--- config.mk ---
export PLATFORM = sky130hd
export DESIGN_NAME = div_seq_ctrl_flat
export DESIGN_NICKNAME = d
export VERILOG_FILES = /design/src/rtl/div_seq_pkg.sv /design/src/rtl/div_seq_ctrl_if.sv /design/src/rtl/divu_int.sv /design/src/rtl/div_seq_ctrl.sv /design/src/flat_wrapper.sv
export SDC_FILE = /design/constraint.sdc
export NUM_CORES = 1
export LEC_CHECK = 0
export ABC_AREA = 1
export BUFFER_PORTS_ARGS = -buffer_cell sky130_fd_sc_hd__buf_2
export CAP_MARGIN = 20
export CORE_MARGIN = 2
export CORE_UTILIZATION = 55
export CTS_BUF_LIST = sky130_fd_sc_hd__clkbuf_16
export CTS_CLUSTER_SIZE = 16
export DETAILED_ROUTE_END_ITERATION = 16
export PLACE_DENSITY = 0.77
export SLEW_MARGIN = 15
export SYNTH_ARGS = -nofsm -noshare
export SYNTH_HDL_FRONTEND = slang
export SYNTH_SLANG_ARGS = --single-unit
--- constraint.sdc ---
create_clock -name clk -period 2.1 [get_ports clk]
set_input_delay 0.315 -clock clk [delete_from_list [all_inputs] [get_ports clk]]
set_output_delay 0.315 -clock clk [all_outputs]
set_load 0.05 [all_outputs]
--- src/rtl/div_seq_pkg.sv ---
// Shared types and op-decoding helpers for the M-extension divide sequencer.
package div_seq_pkg;

  typedef enum logic [1:0] {
    DIV  = 2'd0,
    DIVU = 2'd1,
    REM  = 2'd2,
    REMU = 2'd3
  } div_op_e;

  typedef enum logic [1:0] {
    IDLE,
    START,
    WAIT,
    RESP
  } div_state_e;

  function automatic logic is_signed(div_op_e op);
    return (op == DIV) || (op == REM);
  endfunction

  function automatic logic is_rem(div_op_e op);
    return (op == REM) || (op == REMU);
  endfunction

endpackage

--- src/rtl/div_seq_ctrl_if.sv ---
// Request/response handshake between the execute stage (master) and the divide sequencer (slave).
interface div_seq_ctrl_if #(
  parameter int unsigned WIDTH = 32
) ();
  import div_seq_pkg::*;

  logic             req_valid;
  logic             req_ready;
  div_op_e          req_op;
  logic [WIDTH-1:0] req_a;
  logic [WIDTH-1:0] req_b;
  logic             kill;
  logic             resp_valid;
  logic             resp_ready;
  logic [WIDTH-1:0] resp_result;

  modport master (
    output req_valid, req_op, req_a, req_b, kill, resp_ready,
    input  req_ready, resp_valid, resp_result
  );

  modport slave (
    input  req_valid, req_op, req_a, req_b, kill, resp_ready,
    output req_ready, resp_valid, resp_result
  );

endinterface

--- src/rtl/divu_int.sv ---
// Unsigned restoring divider: one quotient bit per cycle, done pulses WIDTH cycles after start.
module divu_int #(
  parameter int unsigned WIDTH = 32
) (
  input  logic             clk_i,
  input  logic             rst_ni,
  input  logic             start_i,
  input  logic [WIDTH-1:0] dividend_i,
  input  logic [WIDTH-1:0] divisor_i,
  output logic             done_o,
  output logic             valid_o,
  output logic             dbz_o,
  output logic [WIDTH-1:0] quot_o,
  output logic [WIDTH-1:0] rem_o
);

  localparam int unsigned CntW = $clog2(WIDTH + 1);

  logic [CntW-1:0]  cnt_q, cnt_d;
  logic             busy_q, busy_d, done_q, done_d, valid_q, valid_d, dbz_q, dbz_d;
  logic [WIDTH-1:0] quot_q, quot_d, rem_q, rem_d, dvsr_q, dvsr_d;
  logic [WIDTH:0]   shifted, diff;

  // One extra bit so the shifted partial remainder never overflows before the compare.
  assign shifted = {rem_q, quot_q[WIDTH-1]};
  assign diff    = shifted - {1'b0, dvsr_q};

  always_comb begin
    cnt_d   = cnt_q;
    busy_d  = busy_q;
    done_d  = 1'b0;
    valid_d = valid_q;
    dbz_d   = dbz_q;
    quot_d  = quot_q;
    rem_d   = rem_q;
    dvsr_d  = dvsr_q;
    if (start_i) begin
      quot_d  = dividend_i;
      rem_d   = '0;
      dvsr_d  = divisor_i;
      cnt_d   = CntW'(WIDTH);
      busy_d  = 1'b1;
      valid_d = 1'b0;
      dbz_d   = (divisor_i == '0);
    end else if (busy_q) begin
      quot_d = {quot_q[WIDTH-2:0], ~diff[WIDTH]};
      rem_d  = diff[WIDTH] ? shifted[WIDTH-1:0] : diff[WIDTH-1:0];
      cnt_d  = cnt_q - CntW'(1);
      if (cnt_q == CntW'(1)) begin
        busy_d  = 1'b0;
        done_d  = 1'b1;
        valid_d = 1'b1;
      end
    end
  end

  always_ff @(posedge clk_i) begin
    if (!rst_ni) begin
      cnt_q   <= '0;
      busy_q  <= 1'b0;
      done_q  <= 1'b0;
      valid_q <= 1'b0;
      dbz_q   <= 1'b0;
      quot_q  <= '0;
      rem_q   <= '0;
      dvsr_q  <= '0;
    end else begin
      cnt_q   <= cnt_d;
      busy_q  <= busy_d;
      done_q  <= done_d;
      valid_q <= valid_d;
      dbz_q   <= dbz_d;
      quot_q  <= quot_d;
      rem_q   <= rem_d;
      dvsr_q  <= dvsr_d;
    end
  end

  assign done_o  = done_q;
  assign valid_o = valid_q;
  assign dbz_o   = dbz_q;
  assign quot_o  = quot_q;
  assign rem_o   = rem_q;

endmodule

--- src/rtl/div_seq_ctrl.sv ---
// DIV/DIVU/REM/REMU sequencer around divu_int: sign handling, ISA special cases, kill.
// Optional result-reuse entry enabled by defining DIV_SEQ_REUSE_EN.
module div_seq_ctrl
  import div_seq_pkg::*;
#(
  parameter int unsigned WIDTH = 32
) (
  input logic          clk,
  input logic          rst,
  div_seq_ctrl_if.slave bus
);

  localparam logic [WIDTH-1:0] MinInt = {1'b1, {(WIDTH - 1){1'b0}}};

  div_state_e       state_q, state_d;
  div_op_e          op_q, op_d;
  logic [WIDTH-1:0] a_q, a_d, b_q, b_d, res_q, res_d;
  logic             div_start, div_done, div_valid_unused, div_dbz_unused;
  logic [WIDTH-1:0] div_quot, div_rem, mag_a, mag_b, quot_post, rem_post, special_res;
  logic             req_signed, req_special;

  assign req_signed  = is_signed(bus.req_op);
  assign req_special = (bus.req_b == '0) ||
                       (req_signed && (bus.req_a == MinInt) && (bus.req_b == '1));

  always_comb begin
    if (bus.req_b == '0) begin
      special_res = is_rem(bus.req_op) ? bus.req_a : '1;
    end else begin
      special_res = is_rem(bus.req_op) ? '0 : MinInt;
    end
  end

  // Magnitude of MIN_INT wraps to 2^(WIDTH-1), which is the right unsigned value.
  assign mag_a     = (is_signed(op_q) && a_q[WIDTH-1]) ? -a_q : a_q;
  assign mag_b     = (is_signed(op_q) && b_q[WIDTH-1]) ? -b_q : b_q;
  assign quot_post = (is_signed(op_q) && (a_q[WIDTH-1] ^ b_q[WIDTH-1])) ? -div_quot : div_quot;
  assign rem_post  = (is_signed(op_q) && a_q[WIDTH-1]) ? -div_rem : div_rem;

`ifdef DIV_SEQ_REUSE_EN
  logic             ent_valid_q, ent_valid_d, ent_signed_q, ent_signed_d, reuse_hit;
  logic [WIDTH-1:0] ent_a_q, ent_a_d, ent_b_q, ent_b_d;
  logic [WIDTH-1:0] ent_quot_q, ent_quot_d, ent_rem_q, ent_rem_d;

  assign reuse_hit = ent_valid_q && (bus.req_a == ent_a_q) && (bus.req_b == ent_b_q) &&
                     (req_signed == ent_signed_q);

  always_comb begin
    ent_valid_d  = ent_valid_q;
    ent_signed_d = ent_signed_q;
    ent_a_d      = ent_a_q;
    ent_b_d      = ent_b_q;
    ent_quot_d   = ent_quot_q;
    ent_rem_d    = ent_rem_q;
    if (bus.kill && ((state_q == START) || (state_q == WAIT))) begin
      ent_valid_d = 1'b0;
    end else if ((state_q == WAIT) && div_done) begin
      ent_valid_d  = 1'b1;
      ent_signed_d = is_signed(op_q);
      ent_a_d      = a_q;
      ent_b_d      = b_q;
      ent_quot_d   = quot_post;
      ent_rem_d    = rem_post;
    end
  end

  always_ff @(posedge clk) begin
    if (!rst) begin
      ent_valid_q  <= 1'b0;
      ent_signed_q <= 1'b0;
      ent_a_q      <= '0;
      ent_b_q      <= '0;
      ent_quot_q   <= '0;
      ent_rem_q    <= '0;
    end else begin
      ent_valid_q  <= ent_valid_d;
      ent_signed_q <= ent_signed_d;
      ent_a_q      <= ent_a_d;
      ent_b_q      <= ent_b_d;
      ent_quot_q   <= ent_quot_d;
      ent_rem_q    <= ent_rem_d;
    end
  end
`endif

  always_comb begin
    state_d   = state_q;
    op_d      = op_q;
    a_d       = a_q;
    b_d       = b_q;
    res_d     = res_q;
    div_start = 1'b0;
    if (bus.kill && (state_q != IDLE)) begin
      state_d = IDLE;
    end else begin
      unique case (state_q)
        IDLE: begin
          if (bus.req_valid && !bus.kill) begin
            op_d = bus.req_op;
            a_d  = bus.req_a;
            b_d  = bus.req_b;
            if (req_special) begin
              res_d   = special_res;
              state_d = RESP;
            end
`ifdef DIV_SEQ_REUSE_EN
            else if (reuse_hit) begin
              res_d   = is_rem(bus.req_op) ? ent_rem_q : ent_quot_q;
              state_d = RESP;
            end
`endif
            else begin
              state_d = START;
            end
          end
        end
        START: begin
          div_start = 1'b1;
          state_d   = WAIT;
        end
        WAIT: begin
          if (div_done) begin
            res_d   = is_rem(op_q) ? rem_post : quot_post;
            state_d = RESP;
          end
        end
        RESP: begin
          if (bus.resp_ready) state_d = IDLE;
        end
        default: state_d = IDLE;
      endcase
    end
  end

  always_ff @(posedge clk) begin
    if (!rst) begin
      state_q <= IDLE;
      op_q    <= DIV;
      a_q     <= '0;
      b_q     <= '0;
      res_q   <= '0;
    end else begin
      state_q <= state_d;
      op_q    <= op_d;
      a_q     <= a_d;
      b_q     <= b_d;
      res_q   <= res_d;
    end
  end

  assign bus.req_ready   = (state_q == IDLE);
  assign bus.resp_valid  = (state_q == RESP);
  assign bus.resp_result = res_q;

  divu_int #(
    .WIDTH(WIDTH)
  ) u_divu (
    .clk_i     (clk),
    .rst_ni    (rst),
    .start_i   (div_start),
    .dividend_i(mag_a),
    .divisor_i (mag_b),
    .done_o    (div_done),
    .valid_o   (div_valid_unused),
    .dbz_o     (div_dbz_unused),
    .quot_o    (div_quot),
    .rem_o     (div_rem)
  );

endmodule
--- src/flat_wrapper.sv ---
// flat-port wrapper written by rule: the top's interface ports become plain ports
module div_seq_ctrl_flat import div_seq_pkg::*;
#(
  parameter int unsigned WIDTH = 32
)
  (clk, rst, bus_req_valid, bus_req_op, bus_req_a, bus_req_b, bus_kill, bus_resp_ready, bus_req_ready, bus_resp_valid, bus_resp_result);
  div_seq_ctrl_if #(.WIDTH(WIDTH)) bus_i ();
  input logic clk;
  input logic rst;
  input wire logic [$bits(bus_i.req_valid)-1:0] bus_req_valid;
  input wire logic [$bits(bus_i.req_op)-1:0] bus_req_op;
  input wire logic [$bits(bus_i.req_a)-1:0] bus_req_a;
  input wire logic [$bits(bus_i.req_b)-1:0] bus_req_b;
  input wire logic [$bits(bus_i.kill)-1:0] bus_kill;
  input wire logic [$bits(bus_i.resp_ready)-1:0] bus_resp_ready;
  output wire logic [$bits(bus_i.req_ready)-1:0] bus_req_ready;
  output wire logic [$bits(bus_i.resp_valid)-1:0] bus_resp_valid;
  output wire logic [$bits(bus_i.resp_result)-1:0] bus_resp_result;
  assign bus_i.req_valid = bus_req_valid;
  assign bus_i.req_op = bus_req_op;
  assign bus_i.req_a = bus_req_a;
  assign bus_i.req_b = bus_req_b;
  assign bus_i.kill = bus_kill;
  assign bus_i.resp_ready = bus_resp_ready;
  assign bus_req_ready = bus_i.req_ready;
  assign bus_resp_valid = bus_i.resp_valid;
  assign bus_resp_result = bus_i.resp_result;
  div_seq_ctrl #(.WIDTH(WIDTH)) u_core (.clk(clk), .rst(rst), .bus(bus_i));
endmodule
==> key figures <==
Detailed routing
  – Vias per cell: ~5.7
  – Final WL: 57500 um
  – Detailed-route via count: between 15000 and 20000
  – DR iter-0 viols: 1991
  – DRC: 0
  – Antenna-violating nets left: 0
  – WL per Instance: 18.1 um
  – First-pass detailed-route iteration total: 8

Timing
  – Final Skew: around 0.012 ns
  – Worst slew pin tran: 0.593 ns
  – Setup violations, final: 33
  – Final min period: 2.30 ns
  – Final WS setup: -0.204 ns
  – Final Hold Viols: 0
  – Final hold slack: ~0.08 ns
  – Fmax: around 430 MHz
  – Relative slew slack: 0.601
  – Fin. max-slew vios: 0
  – RSZ-0062 raised after global routing: yes
  – Period Utilization, post-route: 1.10

Global route
  – Pin count of the biggest net entering global routing: 102
  – Number of global-route vias before repair: between 15000 and 20000
  – Global-route wire length before repair: 87300 um
  – Grt ovf: 0
  – Gr usage total: 0.390
  – Initial antenna violation count: 2

Logic synthesis
  – Synth cell count leaders: nand2_1, inv_1, nor2_1
  – Mapped Area: 14800 um^2
  – Main flop type after synthesis: dfxtp_1
  – Post-Syn Nets: 2615
  – Seq cells post-synth: 204
  – Most numerous cell in the Yosys netlist: nand2_1
  – Post-synthesis sequential area ratio: 0.276
  – Async SR Flop Fraction: 0
  – Synth unique cells: 52
  – Yosys top cell area share: 0.276
  – Largest area contributor in the netlist: dfxtp_1
  – Post-Synthesis Cells: 2501
  – Post-Syn Area per Cell: 5.92 um^2
  – EDFF count, synth: 0
  – Top post-synthesis cells by area: dfxtp_1, nand2_1, inv_1
  – Yosys Warn Count: 0

Die
  – Row count: 60
  – Core area: ~27000 um^2
  – IO Count: 105
  – Die width: 168 um
  – Die area: 28200 um^2
  – Die H: 168 um
  – Effective utilization at floorplan: 0.555

Finish
  – # fillers: between 2000 and 2500
  – # diodes: 0
  – Syn-to-layout area delta: 31.3%
  – Share of cells above drive strength 1: 0.241
  – Total Nets Final: 2939
  – Post-layout util: 0.729

Place
  – Gp weighted congestion: 1.03
  – # port buffers: 104
  – HPWL after DPL: 43000 um

Job
  – Max-cap violations: 0

Clock network
  – Clock tree root buffer cell: clkbuf_16
  – Inserted Clock Buffers: 24
  – H-tree depth: 1
  – Worst-path clk slew: 0.06 ns
  – Longest Clk Path Bufs: 3
  – CTS sink count: 204
  – TritonCTS clock tree: done
  – Clk_lat worst skew: 0.55 ns

Worst setup path
  – WP data arrival: 2.75 ns
  – FF-to-FF End: u_core.u_divu.rem_o[11]$_SDFFE_PP0P_
  – CP startpoint kind: flip-flop
  – Reg2reg path depth: 18
  – Setup crit start: u_core.u_divu.quot_o[31]$_SDFFE_PN0P_
  – Crit path kind: reg2reg
  – Required @ worst endpoint: 2.55 ns
  – Flop-to-flop setup slack: -0.20 ns
  – Crit Path Max Fanout: 8
  – R2R Path Start: u_core.u_divu.quot_o[31]$_SDFFE_PN0P_
  – End point of the critical path: u_core.u_divu.rem_o[11]$_SDFFE_PP0P_
  – Critical Path End Type: flip-flop

Status
  – Violated checks: negative setup slack
  – Status: complete, but fails checks

Hold path
  – Hold path depth: 3
  – Min-delay worst type: in2reg
how the worst min path moves through the flow:
| stage | startpoint | slack (ns) | end |
|---|---|---|---|
| 2_1_floorplan | u_core.u_divu.dvsr_q[30]$_SDFFE_PN0P_ | 0.43 | u_core.u_divu.dvsr_q[30]$_SDFFE_PN0P_ |
| 3_3_place_gp | u_core.u_divu.dvsr_q[30]$_SDFFE_PN0P_ | 0.44 | u_core.u_divu.dvsr_q[30]$_SDFFE_PN0P_ |
| 3_5_place_dp | u_core.bus.resp_result[24]$_SDFFE_PN0P_ | 0.46 | u_core.bus.resp_result[24]$_SDFFE_PN0P_ |
| 4_1_cts | bus_req_b[11] | 0.06 | u_core.b_q[11]$_SDFFE_PN0P_ |
| 5_1_grt | bus_req_a[20] | 0.10 | u_core.a_q[20]$_SDFFE_PN0P_ |
| 6_report | bus_req_a[21] | 0.08 | u_core.a_q[21]$_SDFFE_PN0P_ |
layout by cell type (no fill, tap or decap), drive strengths merged, types with 2 or more instances in the layout:
cell type,instances
a31oi,19
ha,42
inv,396
dfxtp,204
nand2,689
o21a,3
nand3,225
clkbuf,26
o22ai,35
a32o,6
bufinv,2
xor2,16
and2,2
clkinv,7
o31ai,2
xnor2,4
nor3,38
o211ai,10
and3,2
nand4,33
o21ai,204
nor2,242
o32ai,5
nand3b,7
or2,10
a21oi,215
buf,387
critical path: stages, from the launching register on:
cell     delay [ns]
dfxtp_2        0.33
inv_2          0.05
ha_4           0.16
fa_2           0.34
inv_2          0.06
nand2_2        0.05
nand2_2        0.07
nand3_2        0.08
nand2_2        0.08
nand2_2        0.06
nand2_4        0.08
nand2_4        0.07
buf_6          0.12
nand3_4        0.07
nand2_8        0.10
buf_16         0.16
nand2_2        0.05
nand3_1        0.08
a21oi_1        0.19
sequential cells by signal, summed over array words and instances, names as in the netlist:
name / cells
u_core.u_divu.dvsr_q: 32
u_core.u_divu.cnt_q: 6
u_core.u_divu.rem_o: 32
u_core.state_q: 2
u_core.u_divu.quot_o: 32
u_core.op_q: 2
u_core.bus.resp_result: 32
u_core.u_divu.done_o: 1
u_core.b_q: 32
u_core.u_divu.busy_q: 1
u_core.a_q: 32
through the flow:
stage	instances	worst slack (ns)	setup TNS, ns	instance area, um^2
after floorplan	2501	-0.00640	-0.0601	14800
after global placement	3112	-0.0875	-2.26	17500
after detailed placement	3112	-0.149	-4.18	17500
after CTS	3168	-0.0965	-1.46	18900
after global routing	3180	-0.295	-8.54	19400
final	3180	-0.204	-4.51	19400
final cells by class:
cell class              instances  area (um^2)  area share
multi-input cells            1816         9680       0.498
flip-flops and latches        204         4110       0.212
repair buffers                390         2980       0.153
inverters                     389         1480      0.0762
clock buffers                  24          601      0.0309
well taps                     341          427      0.0220
clock inverters                16          148     0.00760
what timing repair did:
action	CTS	global route
hold buffers	0	0
buffers inserted	12	10
pin swaps	13	37
endpoints found under the hold margin	0	0
gates resized for setup	93	133
endpoints found under the setup margin	35	72
gates cloned	4	2
layer usage:
layer,vias up,routed length [um],global-route usage
met3,151,6350,0.0938
met2,988,24500,0.598
li1,8737,-,-
met5,-,26,0
met1,8259,24200,0.536
met4,4,2480,0.138
cell families after synthesis:
kind of cell / after synthesis / synth area share
AOI/OAI and AO/OA: 505 / 0.186
xor gates and xnor gates: 20 / 0.0118
adders and majority gates: 43 / 0.0369
buffers and inverters: 481 / 0.127
DFF: 204 / 0.276
and+or+nand+nor: 1248 / 0.362
Power is left out: the tool's default activity adds up to more than one toggle a clock period on the data nets, which glitch-free logic cannot reach.
